## src/rtl/flash_loader.sv

```systemverilog
// Boot-time copier: issues one SPI NOR READ (0x03) and streams the returned bytes
// into the cache write port as little-endian 32-bit words, then releases the port.
module flash_loader #(
    parameter logic [7:0]  READ_CMD     = 8'h03,
    parameter int unsigned CLK_DIV      = 1,   // clk cycles per SPI half-period, >= 1
    parameter int unsigned STARTUP_WAIT = 10   // clk cycles before CS assertion, >= 1
) (
    input  logic        clk,
    input  logic        rst,
    input  logic        start,
    input  logic [23:0] flash_addr,
    input  logic [31:0] cache_base,
    input  logic [15:0] word_count,
    output logic        busy,
    output logic        done,
    output logic        flash_clk,
    output logic        flash_mosi,
    output logic        flash_cs,
    input  logic        flash_miso,
    output logic [31:0] cache_address,
    output logic [31:0] cache_data_in,
    output logic [3:0]  cache_write_enable,
    input  logic        cache_busy
);

    typedef enum logic [2:0] {
        S_IDLE,
        S_STARTUP,
        S_CMD,
        S_ADDR,
        S_READ,
        S_WRITE,
        S_FINISH,
        S_DONE
    } state_t;

    localparam int DIV_W  = (CLK_DIV > 1)      ? $clog2(CLK_DIV)      : 1;
    localparam int WAIT_W = (STARTUP_WAIT > 1) ? $clog2(STARTUP_WAIT) : 1;
    localparam logic [DIV_W-1:0]  DIV_LAST  = DIV_W'(CLK_DIV - 1);
    localparam logic [WAIT_W-1:0] WAIT_LAST = WAIT_W'(STARTUP_WAIT - 1);

    state_t              state, next_state;
    logic [23:0]         addr_q;
    logic [31:0]         base_q;
    logic [15:0]         wc_q;
    logic [15:0]         word_idx;
    logic [WAIT_W-1:0]   wait_cnt;
    logic [DIV_W-1:0]    div_cnt;
    logic [5:0]          bit_cnt;
    logic [31:0]         tx_sr;
    logic [31:0]         rx_sr;
    logic                wr_first;

    logic                shifting;
    logic                tick;
    logic                spi_rise;
    logic                spi_fall;
    logic [5:0]          bit_last_val;
    logic                last_bit;
    logic                word_last;
    logic [31:0]         wr_addr;

    always_ff @(posedge clk) begin
        if (rst) state <= S_IDLE;
        else     state <= next_state;
    end

    // NOTE: every signal assigned in this block gets a default first so no latch is inferred.
    always_comb begin
        shifting     = (state == S_CMD) || (state == S_ADDR) || (state == S_READ);
        tick         = (div_cnt == DIV_LAST);
        spi_rise     = shifting && tick && !flash_clk;
        spi_fall     = shifting && tick &&  flash_clk;
        bit_last_val = 6'd31;
        case (state)
            S_CMD:   bit_last_val = 6'd7;
            S_ADDR:  bit_last_val = 6'd23;
            default: bit_last_val = 6'd31;
        endcase
        last_bit  = (bit_cnt == bit_last_val);
        word_last = ((word_idx + 16'd1) == wc_q);
        // Base bits [1:0] are masked off; the offset never carries out of them.
        wr_addr   = (base_q + {14'd0, word_idx, 2'b00}) & 32'hFFFF_FFFC;

        next_state = state;
        case (state)
            S_IDLE:    if (start) next_state = (word_count == 16'd0) ? S_FINISH : S_STARTUP;
            S_STARTUP: if (wait_cnt == WAIT_LAST) next_state = S_CMD;
            S_CMD:     if (spi_fall && last_bit) next_state = S_ADDR;
            S_ADDR:    if (spi_fall && last_bit) next_state = S_READ;
            S_READ:    if (spi_fall && last_bit) next_state = S_WRITE;
            S_WRITE:   if (!wr_first && !cache_busy) next_state = word_last ? S_FINISH : S_READ;
            S_FINISH:  next_state = S_DONE;
            S_DONE:    next_state = S_IDLE;
            default:   next_state = S_IDLE;
        endcase
    end

    // NOTE: sequential state uses non-blocking assignments only, so every read sees the pre-edge value.
    always_ff @(posedge clk) begin
        if (rst) begin
            flash_cs           <= 1'b1;
            flash_clk          <= 1'b0;
            flash_mosi         <= 1'b0;
            busy               <= 1'b0;
            done               <= 1'b0;
            cache_write_enable <= 4'b0000;
            cache_address      <= 32'd0;
            cache_data_in      <= 32'd0;
            addr_q             <= 24'd0;
            base_q             <= 32'd0;
            wc_q               <= 16'd0;
            word_idx           <= 16'd0;
            wait_cnt           <= '0;
            div_cnt            <= '0;
            bit_cnt            <= 6'd0;
            tx_sr              <= 32'd0;
            rx_sr              <= 32'd0;
            wr_first           <= 1'b0;
        end else begin
            done <= 1'b0;
            case (state)
                S_IDLE: begin
                    if (start) begin
                        addr_q   <= flash_addr;
                        base_q   <= cache_base;
                        wc_q     <= word_count;
                        word_idx <= 16'd0;
                        wait_cnt <= '0;
                        busy     <= 1'b1;
                    end
                end
                S_STARTUP: begin
                    wait_cnt <= wait_cnt + WAIT_W'(1);
                    if (next_state == S_CMD) begin
                        flash_cs   <= 1'b0;
                        flash_clk  <= 1'b0;
                        flash_mosi <= READ_CMD[7];
                        tx_sr      <= {READ_CMD[6:0], addr_q, 1'b0};
                        div_cnt    <= '0;
                        bit_cnt    <= 6'd0;
                    end
                end
                S_CMD, S_ADDR, S_READ: begin
                    div_cnt <= tick ? '0 : div_cnt + DIV_W'(1);
                    if (spi_rise) begin
                        flash_clk <= 1'b1;
                        rx_sr     <= {rx_sr[30:0], flash_miso};
                    end
                    // Falling SCLK launches the next MOSI bit; after the address the shifter is all zeros.
                    if (spi_fall) begin
                        flash_clk  <= 1'b0;
                        flash_mosi <= tx_sr[31];
                        tx_sr      <= {tx_sr[30:0], 1'b0};
                        bit_cnt    <= last_bit ? 6'd0 : bit_cnt + 6'd1;
                        if (state == S_READ && last_bit) begin
                            cache_address      <= wr_addr;
                            cache_data_in      <= {rx_sr[7:0], rx_sr[15:8], rx_sr[23:16], rx_sr[31:24]};
                            cache_write_enable <= 4'b1111;
                            wr_first           <= 1'b1;
                        end
                    end
                end
                S_WRITE: begin
                    wr_first <= 1'b0;
                    if (next_state != S_WRITE) begin
                        cache_write_enable <= 4'b0000;
                        word_idx           <= word_idx + 16'd1;
                        if (next_state == S_FINISH) begin
                            flash_cs  <= 1'b1;
                            flash_clk <= 1'b0;
                        end
                    end
                end
                S_FINISH: done <= 1'b1;
                S_DONE:   busy <= 1'b0;
                default: ;
            endcase
        end
    end

endmodule

```

## config.mk

```make
export PLATFORM = sky130hd
export DESIGN_NAME = flash_loader
export DESIGN_NICKNAME = d
export VERILOG_FILES = /design/src/rtl/flash_loader.sv
export SDC_FILE = /design/constraint.sdc
export NUM_CORES = 1
export LEC_CHECK = 0
export BUFFER_PORTS_ARGS = -buffer_cell sky130_fd_sc_hd__buf_2
export CAP_MARGIN = 20
export CORE_ASPECT_RATIO = 1.2
export CORE_MARGIN = 1
export CORE_UTILIZATION = 25
export CTS_CLUSTER_DIAMETER = 30
export CTS_CLUSTER_SIZE = 25
export DETAILED_ROUTE_END_ITERATION = 8
export GPL_TIMING_DRIVEN = 0
export PLACE_DENSITY_LB_ADDON = 0.1
export SYNTH_ARGS = -nofsm -noshare
export SYNTH_HDL_FRONTEND = slang
export SYNTH_SLANG_ARGS = --single-unit
```

## constraint.sdc

```tcl
create_clock -name clk -period 3 [get_ports clk]
set_input_delay 0.3 -clock clk [delete_from_list [all_inputs] [get_ports clk]]
set_output_delay 0.3 -clock clk [all_outputs]
set_load 0.005 [all_outputs]
```

==> flow_summary.toml, run 1 <==
[setup_path]
start_kind = "register"
r2r_cells = 8
crit_chain = "ha_2 > and3_4 > nand3_4 > nor4_2 > a31oi_1 > or4_1 > or4_4 > o31a_1"
arrival_ps = 3330
crit_fanout = 7
crit_path_max_incr_delay_ps = 600
path_class = "reg2reg"
cpMaxStageDelayCell = "or4_4"
reg2reg_to = "flash_clk$_SDFFE_PP0P_"
r2r_start = "word_idx[0]$_SDFFE_PP0P_"
critPathCaptureType = "register"
crit_required_ps = 3450
r2r_slack_ps = 120

[timing]
slew_viol_final = 0
setup_viol = 0
skew_ps = 15.0
worst_pin_slew_ps = 875
max_slew_margin_pct = 41.7
rsz0062_at_grt = "yes"
hold_violations = 0
fin_setup_tns_ps = 0
max_freq_ghz = 0.347
period_share_pct = 96.0
fin_crit_ps = 2880

[synthesis]
synth.most_common_cell = "nand2_1"
syn_inst = 1313
synth_area_leaders = "dfxtp_1 (46%), nand2_1 (14%), a21oi_1 (9.4%), nor2_1 (3.4%), clkbuf_1 (3.0%)"
yosysTopAreaCell = "dfxtp_1"
ys_async_sr_fraction_pct = 0
netlist_area_sq_um = 10200
synth-seq-area-share_pct = 45.5
synth-edff-count = 0
synth_seq_cells = 231
yosys_warnings = 0
synth_top_area_share_pct = 45.5
synthTopCellsByCount = "nand2_1 (371), dfxtp_1 (231), a21oi_1 (191)"
synth_cell_types = 65
postSynthAreaPerCell_sq_um = 7.74
synth_flop_cell = "dfxtp_1"

[cells_and_area]
nFillCells = 4336
nNetsFinal = 1683
antennaDiodeCount = 0
post-route-util_pct = 35.8
final_cells = 2164
drive_gt1_share_pct = 17.6
syn2layout_area_growth_pct = 40.9

[routing]
drt_first_pass_iters = 4
antenna_left = 0
avgViaCountPerCell = 4.60
num_vias = 9965
drc = 0
drtIter0Drc = 460
routed_wl_um = 34700
routedWlPerCell_um = 16.0

[global_route]
grt_max_degree = 16
grt_pass1_wl_um = 54300
antenna_found_initial = 0
track_usage_pct = 16.9
grt_pass1_vias = 9775
overflow = 0

[placement]
hpwl_um = 25300
placed_cells = 1991
io_buffers = 144
gp_congestion = 0.799

[cts]
cts_tree = "yes"
h-tree-depth = 2
clockBufferDepth = 3
cts_sinks = 231
clkTransAtPathRegs_ps = 50
cts_inserted_buffers = 59
clk-insertion-delay-late_ps = 570
clockRootBuffer = "clkbuf_16"

[die]
num_io_pins = 150
die_x_um = 186
initial_utilization_pct = 25.4
coreArea_sq_um = 39900
placementRows = 80
die_area_sq_um = 41400
die_y_um = 223

[min_path]
min_from = "cache_base[2]"
hold_end = "base_q[2]$_SDFFE_PP0P_"
whs_path_depth = 3
holdCritPathClass = "in2reg"

[job]
max_cap_viol_count = 0

[pwr]
vdd_drop_max_v = 0.000479
cellPowerDensity_nw_per_um2 = 708
cellLeakagePower_nw = 5.41

[status]
outcome = "finished clean"
per-stage QoR:
stage	total power, mW	cell area, sq um	hold WS, ps	setup slack [ps]
after floorplan	3.50	10200	432	339
after global placement	3.70	11500	441	-209
after detailed placement	3.70	11500	442	-240
after CTS	10.3	14300	0.862	7.55
after global routing	10.5	14300	23.4	-47.9
final	10.1	14300	31.0	121
power by group:
part           leakage [nW]  switching, mW  internal (mW)
clock network          1.01           1.95           4.48
logic                  2.53          0.299          0.205
registers              1.87         0.0503           3.15
total                  5.41           2.30           7.83
layer usage:
metal	vias up	part of all wire, %	track usage [%]
met5	-	0	0
met4	0	2.7	5.92
met3	69	4.0	3.02
met2	211	45	27.0
met1	4622	48	22.7
li1	5063	-	-
cells in the final DEF (no fill, tap or decap), types with 5 or more instances in the layout:
cell type      count
nor3b_1            8
nor2_1            92
xnor2_1           30
a211oi_1          14
clkinv_2          12
or3_1              6
nor4_1            10
buf_4              5
o21ai_0           36
clkinv_4           5
a311oi_1          28
a21oi_1          190
nor3_1            22
buf_2            148
clkbuf_2           6
clkbuf_8           9
inv_1             10
dfxtp_1          228
clkbuf_1          79
bufinv_16          8
nand4_1            5
nand3_1           32
a31oi_1           11
xor2_1            15
nor2b_1            8
clkbuf_16         59
ha_1              19
nand2_1          371
dlygate4sd3_1     66
and3_1            13
area by class of cell:
cell class	count	area, sq um	share of cell area, %
multi-input cells	981	5150	36.0
flip-flops and latches	231	4630	32.3
clock buffers	73	1620	11.3
repair buffers	210	1380	9.65
well taps	533	667	4.66
clock inverters	34	433	3.02
plain buffers	92	399	2.79
inverters	10	37.5	0.262
cell families after synthesis:
family	after synthesis	synth area share, %
simple gates	602	25.8
compound gates	308	17.6
flops	231	45.5
buf+inv	102	4.23
xor+xnor	45	3.88
fa+ha+maj	21	2.66
mux	3	0.296
other cells	1	0.0369
critical path, delay by kind of cell (launching register included):
kind / cells / cell delay [ps]
AND/OR/NAND/NOR: 5 / 1770
AO/OA/AOI/OAI: 2 / 310
flip-flops: 1 / 400
adder cells (fa/ha/maj): 1 / 260
flip-flops by register name (all words and copies together), names as in the netlist, 3 cells and up:
register	count
tx_sr	31
state	3
wc_q	16
wait_cnt	4
addr_q	24
bit_cnt	6
word_idx	16
cache_address	30
base_q	30
cache_data_in	32
rx_sr	32
timing repair:
action / in CTS / in global routing
hold buffers: 66 / 0
resized for setup: 6 / 16
hold endpoints to repair: 66 / 0
setup endpoints to repair: 62 / 56
buffers inserted: 0 / 0
how the worst max path moves through the flow:
stage	slack [ps]	to	depth (start not counted)	startpoint
2_1_floorplan	340	flash_clk$_SDFFE_PP0P_	8	word_idx[0]$_SDFFE_PP0P_
3_3_place_gp	-210	cache_data_in[25]$_SDFFE_PP0P_	10	state[2]$_SDFF_PP0_
3_5_place_dp	-240	cache_data_in[1]$_SDFFE_PP0P_	10	state[2]$_SDFF_PP0_
4_1_cts	8	cache_data_in[1]$_SDFFE_PP0P_	9	state[1]$_SDFF_PP0_
5_1_grt	-50	cache_address[22]$_SDFFE_PP0P_	8	word_idx[2]$_SDFFE_PP0P_
6_report	120	flash_clk$_SDFFE_PP0P_	8	word_idx[0]$_SDFFE_PP0P_
No activity file was read; power rests on OpenSTA's default activity.
==> run 2, diff against run 1 <==
==> constraint.sdc (replaced) <==
create_clock -name clk -period 3 [get_ports clk]
set_input_delay 0.45 -clock clk [delete_from_list [all_inputs] [get_ports clk]]
set_output_delay 0.45 -clock clk [all_outputs]
set_load 0.005 [all_outputs]
==> run 2 against run 1 <==
Flip-flop and latch count stayed put. Critical endpoint unchanged. Worst setup slack better by 1.9 ps. Sequential share of layout area is 1.6 points higher. Count of clock-buffer cells in the layout stayed put. Fmax hardly changed. Die area stayed put. Worst hold slack better by 89 ps. Critical path type unchanged. Critical path depth stayed put. Utilization is 1.7 points lower. Combinational power is 13% lower.
==> flow_summary.toml, run 2 (synthesis gave the netlist of run 1 again) <==
[pwr]
cellLeakagePower_nw = 5.14
vdd_drop_max_v = 0.000479
cellPowerDensity_nw_per_um2 = 738
total_power_mw = 10.1

[routing]
routed_wl_um = 34300
num_vias = 9742
routedWlPerCell_um = 16.4
drt_first_pass_iters = 5
drc = 0
antenna_left = 0
avgViaCountPerCell = 4.64
drtIter0Drc = 464

[die]
coreArea_sq_um = 39900
initial_utilization_pct = 25.4
num_io_pins = 150
die_x_um = 186
placementRows = 80
die_area_sq_um = 41400
die_y_um = 223

[setup_path]
arrival_ps = 3330
reg2reg_to = "flash_clk$_SDFFE_PP0P_"
r2r_slack_ps = 120
crit_chain = "ha_2 > and3_4 > nand3_4 > nor4_2 > a31oi_1 > or4_1 > or4_4 > o31a_1"
critPathCaptureType = "register"
crit_required_ps = 3450
path_class = "reg2reg"
crit_fanout = 7
cpMaxStageDelayCell = "or4_4"
start_kind = "register"
r2r_start = "word_idx[0]$_SDFFE_PP0P_"
crit_path_max_incr_delay_ps = 600
r2r_cells = 8

[timing]
period_share_pct = 95.9
max_freq_ghz = 0.348
slew_viol_final = 0
fin_crit_ps = 2880
hold_violations = 0
skew_ps = 18.1
rsz0062_at_grt = "yes"
fin_setup_tns_ps = 0
worst_pin_slew_ps = 892
setup_viol = 0
max_slew_margin_pct = 40.5

[cells_and_area]
nNetsFinal = 1617
multi_input_area_sq_um = 5150
drive_gt1_share_pct = 18.3
antennaDiodeCount = 0
layout_common_cells = "nand2_1 (371), dfxtp_1 (228), a21oi_1 (190)"
seq_area_sq_um = 4630
nFillCells = 4367
final_common_cell = "nand2_1"
top_regs = "cache_data_in: 32 flops, rx_sr: 32 flops, tx_sr: 31 flops"
stdcell_area_sq_um = 13700
syn2layout_area_growth_pct = 34.4

[global_route]
grt_pass1_vias = 9504
antenna_found_initial = 0
track_usage_pct = 16.7
overflow = 0
grt_max_degree = 16
grt_pass1_wl_um = 53500

[job]
max_cap_viol_count = 0

[placement]
io_buffers = 144
place_area_sq_um = 11500
hpwl_um = 25300
gp_congestion = 0.799

[min_path]
whs_path_depth = 3
holdCritPathClass = "in2reg"
hold_end = "addr_q[10]$_SDFFE_PP0P_"
min_from = "flash_addr[10]"

[cts]
h-tree-depth = 2
cts_tree = "yes"
clk-insertion-delay-late_ps = 570
cts_hold_buf = 0
post_cts_buffers = 0
cts_inserted_buffers = 59
clkTransAtPathRegs_ps = 50
clockBufferDepth = 3
clockRootBuffer = "clkbuf_16"
cts_sinks = 231

[status]
outcome = "finished clean"
-- run 2: worst max-delay path by stage --
stage | depth (start not counted) | from | slack [ps] | endpoint
floorplan | 8 | word_idx[0]$_SDFFE_PP0P_ | 340 | flash_clk$_SDFFE_PP0P_
global placement | 10 | state[2]$_SDFF_PP0_ | -210 | cache_data_in[25]$_SDFFE_PP0P_
detailed placement | 10 | state[2]$_SDFF_PP0_ | -240 | cache_data_in[1]$_SDFFE_PP0P_
CTS | 9 | state[1]$_SDFF_PP0_ | 8 | cache_data_in[1]$_SDFFE_PP0P_
global route | 8 | word_idx[2]$_SDFFE_PP0P_ | -50 | cache_address[22]$_SDFFE_PP0P_
finish | 8 | word_idx[0]$_SDFFE_PP0P_ | 120 | flash_clk$_SDFFE_PP0P_
-- run 2: final cells by class --
| cell class | count | share of cell area, % |
|---|---|---|
| Multi-Input combinational cell | 981 | 37.7 |
| Sequential cell | 231 | 33.9 |
| Clock buffer | 73 | 11.9 |
| Timing Repair Buffer | 144 | 5.28 |
| Tap cell | 533 | 4.88 |
| Clock inverter | 34 | 3.17 |
| Buffer | 92 | 2.92 |
| Inverter | 10 | 0.275 |
-- run 2: metrics by stage --
step                      hold slack [ps]  util [%]  setup slack, ps  cells
after floorplan                       432         -              339   1314
after global placement                441      28.9             -209   1991
after detailed placement              442      28.9             -240   1991
after CTS                            86.3      34.1             7.55   2098
after global routing                  102      34.2            -47.9   2098
final                                 120      34.2              123   2098
-- run 2: repair_timing --
item,4_1_cts,5_1_grt
gates resized for setup,6,16
endpoints found under the hold margin,0,0
pin swaps,0,0
endpoints found under the setup margin,62,56
-- run 2: worst max-delay path: cells and delay by family (launching register included) --
family / cells / cell delay (ps)
simple gates: 5 / 1770
flops: 1 / 400
compound gates: 2 / 310
fa+ha+maj: 1 / 260
-- run 2: power breakdown --
| part | total [mW] | switching [mW] | internal [mW] | leakage [nW] |
|---|---|---|---|---|
| logic | 0.439 | 0.290 | 0.150 | 2.26 |
| clock network | 6.43 | 1.95 | 4.48 | 1.01 |
| registers | 3.20 | 0.0507 | 3.15 | 1.87 |
| total | 10.1 | 2.29 | 7.78 | 5.14 |
-- run 2: per-layer routing --
| metal | GRT usage, % | vias up | part of all wire [%] |
|---|---|---|---|
| met5 | 0 | - | 0 |
| met4 | 5.92 | 0 | 2.6 |
| met3 | 3.15 | 67 | 4.6 |
| met2 | 26.3 | 215 | 45 |
| met1 | 22.6 | 4531 | 48 |
| li1 | - | 4929 | - |
==> run 3, diff against run 2 <==
--- a/config.mk
+++ b/config.mk
@@ -9,7 +9,7 @@
 export CAP_MARGIN = 20
 export CORE_ASPECT_RATIO = 1.2
 export CORE_MARGIN = 1
-export CORE_UTILIZATION = 25
+export CORE_UTILIZATION = 57
 export CTS_CLUSTER_DIAMETER = 30
 export CTS_CLUSTER_SIZE = 25
 export DETAILED_ROUTE_END_ITERATION = 8
==> run 3 against run 2 <==
Non-clock buffer count stayed put. Design area is 7.7% lower. Fmax is 1.4% lower. Clock skew is 8.1 ps higher. Final cell count is 17% lower. Via count is 0.66% higher. Count of clock-buffer cells in the layout is 25 lower. Flip-flop and latch count stayed put. Critical path type unchanged. Largest cell class unchanged. Largest power group unchanged.
==> flow_summary.toml, run 3 (synthesis gave the netlist of run 1 again) <==
[status]
outcome = "finished clean"

[setup_path]
arrival_ps = 3320
cpMaxStageDelayCell = "or4_4"
start_kind = "register"
crit_required_ps = 3400
crit_fanout = 7
cp_num_buf_inv = 0
reg2reg_to = "flash_clk$_SDFFE_PP0P_"
r2r_cells = 8
critPathCaptureType = "register"
crit_path_max_incr_delay_ps = 590
worstSetupPathDepth = 8
r2r_start = "word_idx[1]$_SDFFE_PP0P_"
cp_top_family = "simple AND/OR/NAND/NOR gates"
path_class = "reg2reg"
crit_chain = "ha_2 > and3_4 > nand3_4 > nor4_2 > a31oi_1 > or4_1 > or4_4 > o31a_1"
r2r_slack_ps = 80

[timing]
max_freq_ghz = 0.343
period_share_pct = 97.2
fin_crit_ps = 2920
skew_ps = 26.2
slew_viol_final = 0
worst_pin_slew_ps = 766
max_slew_margin_pct = 48.9
setup_viol = 0
fin_setup_tns_ps = 0
hold_violations = 0
rsz0062_at_grt = "no"

[cells_and_area]
syn2layout_area_growth_pct = 24.0
final_common_cell = "nand2_1"
antennaDiodeCount = 0
layout_common_cells = "nand2_1 (371), dfxtp_1 (230), a21oi_1 (191)"
seq_area_sq_um = 4630
drive_gt1_share_pct = 15.9
nNetsFinal = 1597
top_regs = "cache_data_in: 32 flops, rx_sr: 32 flops, tx_sr: 31 flops"
nFillCells = 1449
multi_input_area_sq_um = 5140

[global_route]
track_usage_pct = 29.6
grt_pass1_wl_um = 42900
grt_max_degree = 16
use_met1_pct = 39.6
grt_pass1_vias = 8763
busiest_layer = "met2"
grtUsageMet3_pct = 4.52
antenna_found_initial = 0
overflow = 0
use_met2_pct = 47.8

[pwr]
cellLeakagePower_nw = 4.80
vdd_drop_max_v = 0.000485
total_power_mw = 8.30
cellPowerDensity_nw_per_um2 = 659

[placement]
hpwl_um = 19500
gp_congestion = 0.917
io_buffers = 144

[cts]
post_cts_buffers = 0
clockBufferDepth = 3
clk-insertion-delay-late_ps = 530
h-tree-depth = 2
cts_sinks = 231
cts_inserted_buffers = 39
cts_tree = "yes"
clockRootBuffer = "clkbuf_16"
clkTransAtPathRegs_ps = 50

[die]
initial_utilization_pct = 58.0
num_io_pins = 150
die_y_um = 148
placementRows = 53
die_area_sq_um = 18400
die_x_um = 124
coreArea_sq_um = 17500

[job]
max_cap_viol_count = 0

[routing]
drc = 0
drt_first_pass_iters = 7
drtIter0Drc = 819
routedWlPerCell_um = 15.6
num_vias = 9806
avgViaCountPerCell = 5.60
routed_wl_um = 27300
antenna_left = 0

[min_path]
whs_path_depth = 3
hold_end = "addr_q[12]$_SDFFE_PP0P_"
holdCritPathClass = "in2reg"
min_from = "flash_addr[12]"
[run 3: cell types whose count changed in the layout (fill, tap and decap cells not counted), moves of 3 or more]
cell       before  now
clkbuf_16      59   40
clkinv_2       12    3
clkbuf_8        9    3
inv_8           0    3
clkbuf_1       79   83
clkbuf_2        6    2
[run 3: tightest hold or removal path: stages]
cell and delay [ps]:
buf_2 90, nand2_1 40, a21oi_1 50
[run 3: repair_timing]
item,in CTS,in global routing
pin swaps,0,0
hold buffers,0,0
endpoints found under the setup margin,11,46
resized for setup,2,8
[run 3: stage by stage]
step | hold slack, ps | instances | utilization [%] | setup slack (ps) | area [sq um]
floorplan | 432 | 1314 | - | 339 | 10200
global placement | 436 | 1678 | 63.7 | -86.1 | 11200
detailed placement | 441 | 1678 | 63.7 | -137 | 11200
CTS | 162 | 1750 | 71.8 | 5.93 | 12600
global route | 166 | 1750 | 72.0 | 10.9 | 12600
finish | 173 | 1750 | 72.0 | 82.6 | 12600
[run 3: final cells by class]
class | instances | area share [%]
inverter | 10 | 0.298
clock buffer | 48 | 8.42
timing repair buffer | 144 | 5.72
clock inverter | 24 | 2.74
multi-input combinational | 981 | 40.8
tap | 220 | 2.18
buffer | 92 | 3.13
sequential | 231 | 36.7
[run 3: worst max-delay path by stage]
stage / startpoint / to / slack [ps]
after floorplan: word_idx[0]$_SDFFE_PP0P_ / flash_clk$_SDFFE_PP0P_ / 340
after global placement: word_idx[3]$_SDFFE_PP0P_ / cache_address[31]$_SDFFE_PP0P_ / -90
after detailed placement: word_idx[3]$_SDFFE_PP0P_ / cache_address[31]$_SDFFE_PP0P_ / -140
after CTS: word_idx[0]$_SDFFE_PP0P_ / flash_clk$_SDFFE_PP0P_ / 6
after global routing: word_idx[1]$_SDFFE_PP0P_ / flash_clk$_SDFFE_PP0P_ / 10
final: word_idx[1]$_SDFFE_PP0P_ / flash_clk$_SDFFE_PP0P_ / 80
[run 3: report_power, final]
| part | switching (mW) | leakage, nW | internal, mW |
|---|---|---|---|
| clock network | 1.61 | 0.679 | 3.08 |
| logic | 0.269 | 2.25 | 0.149 |
| registers | 0.0486 | 1.87 | 3.14 |
| total | 1.93 | 4.80 | 6.37 |
[run 3: routing by layer]
layer	wire, um	vias up	share of wire (%)
li1	-	4875	-
met1	12100	4536	44
met2	12500	347	46
met3	1930	48	7.1
met4	709	0	2.6
met5	0	-	0
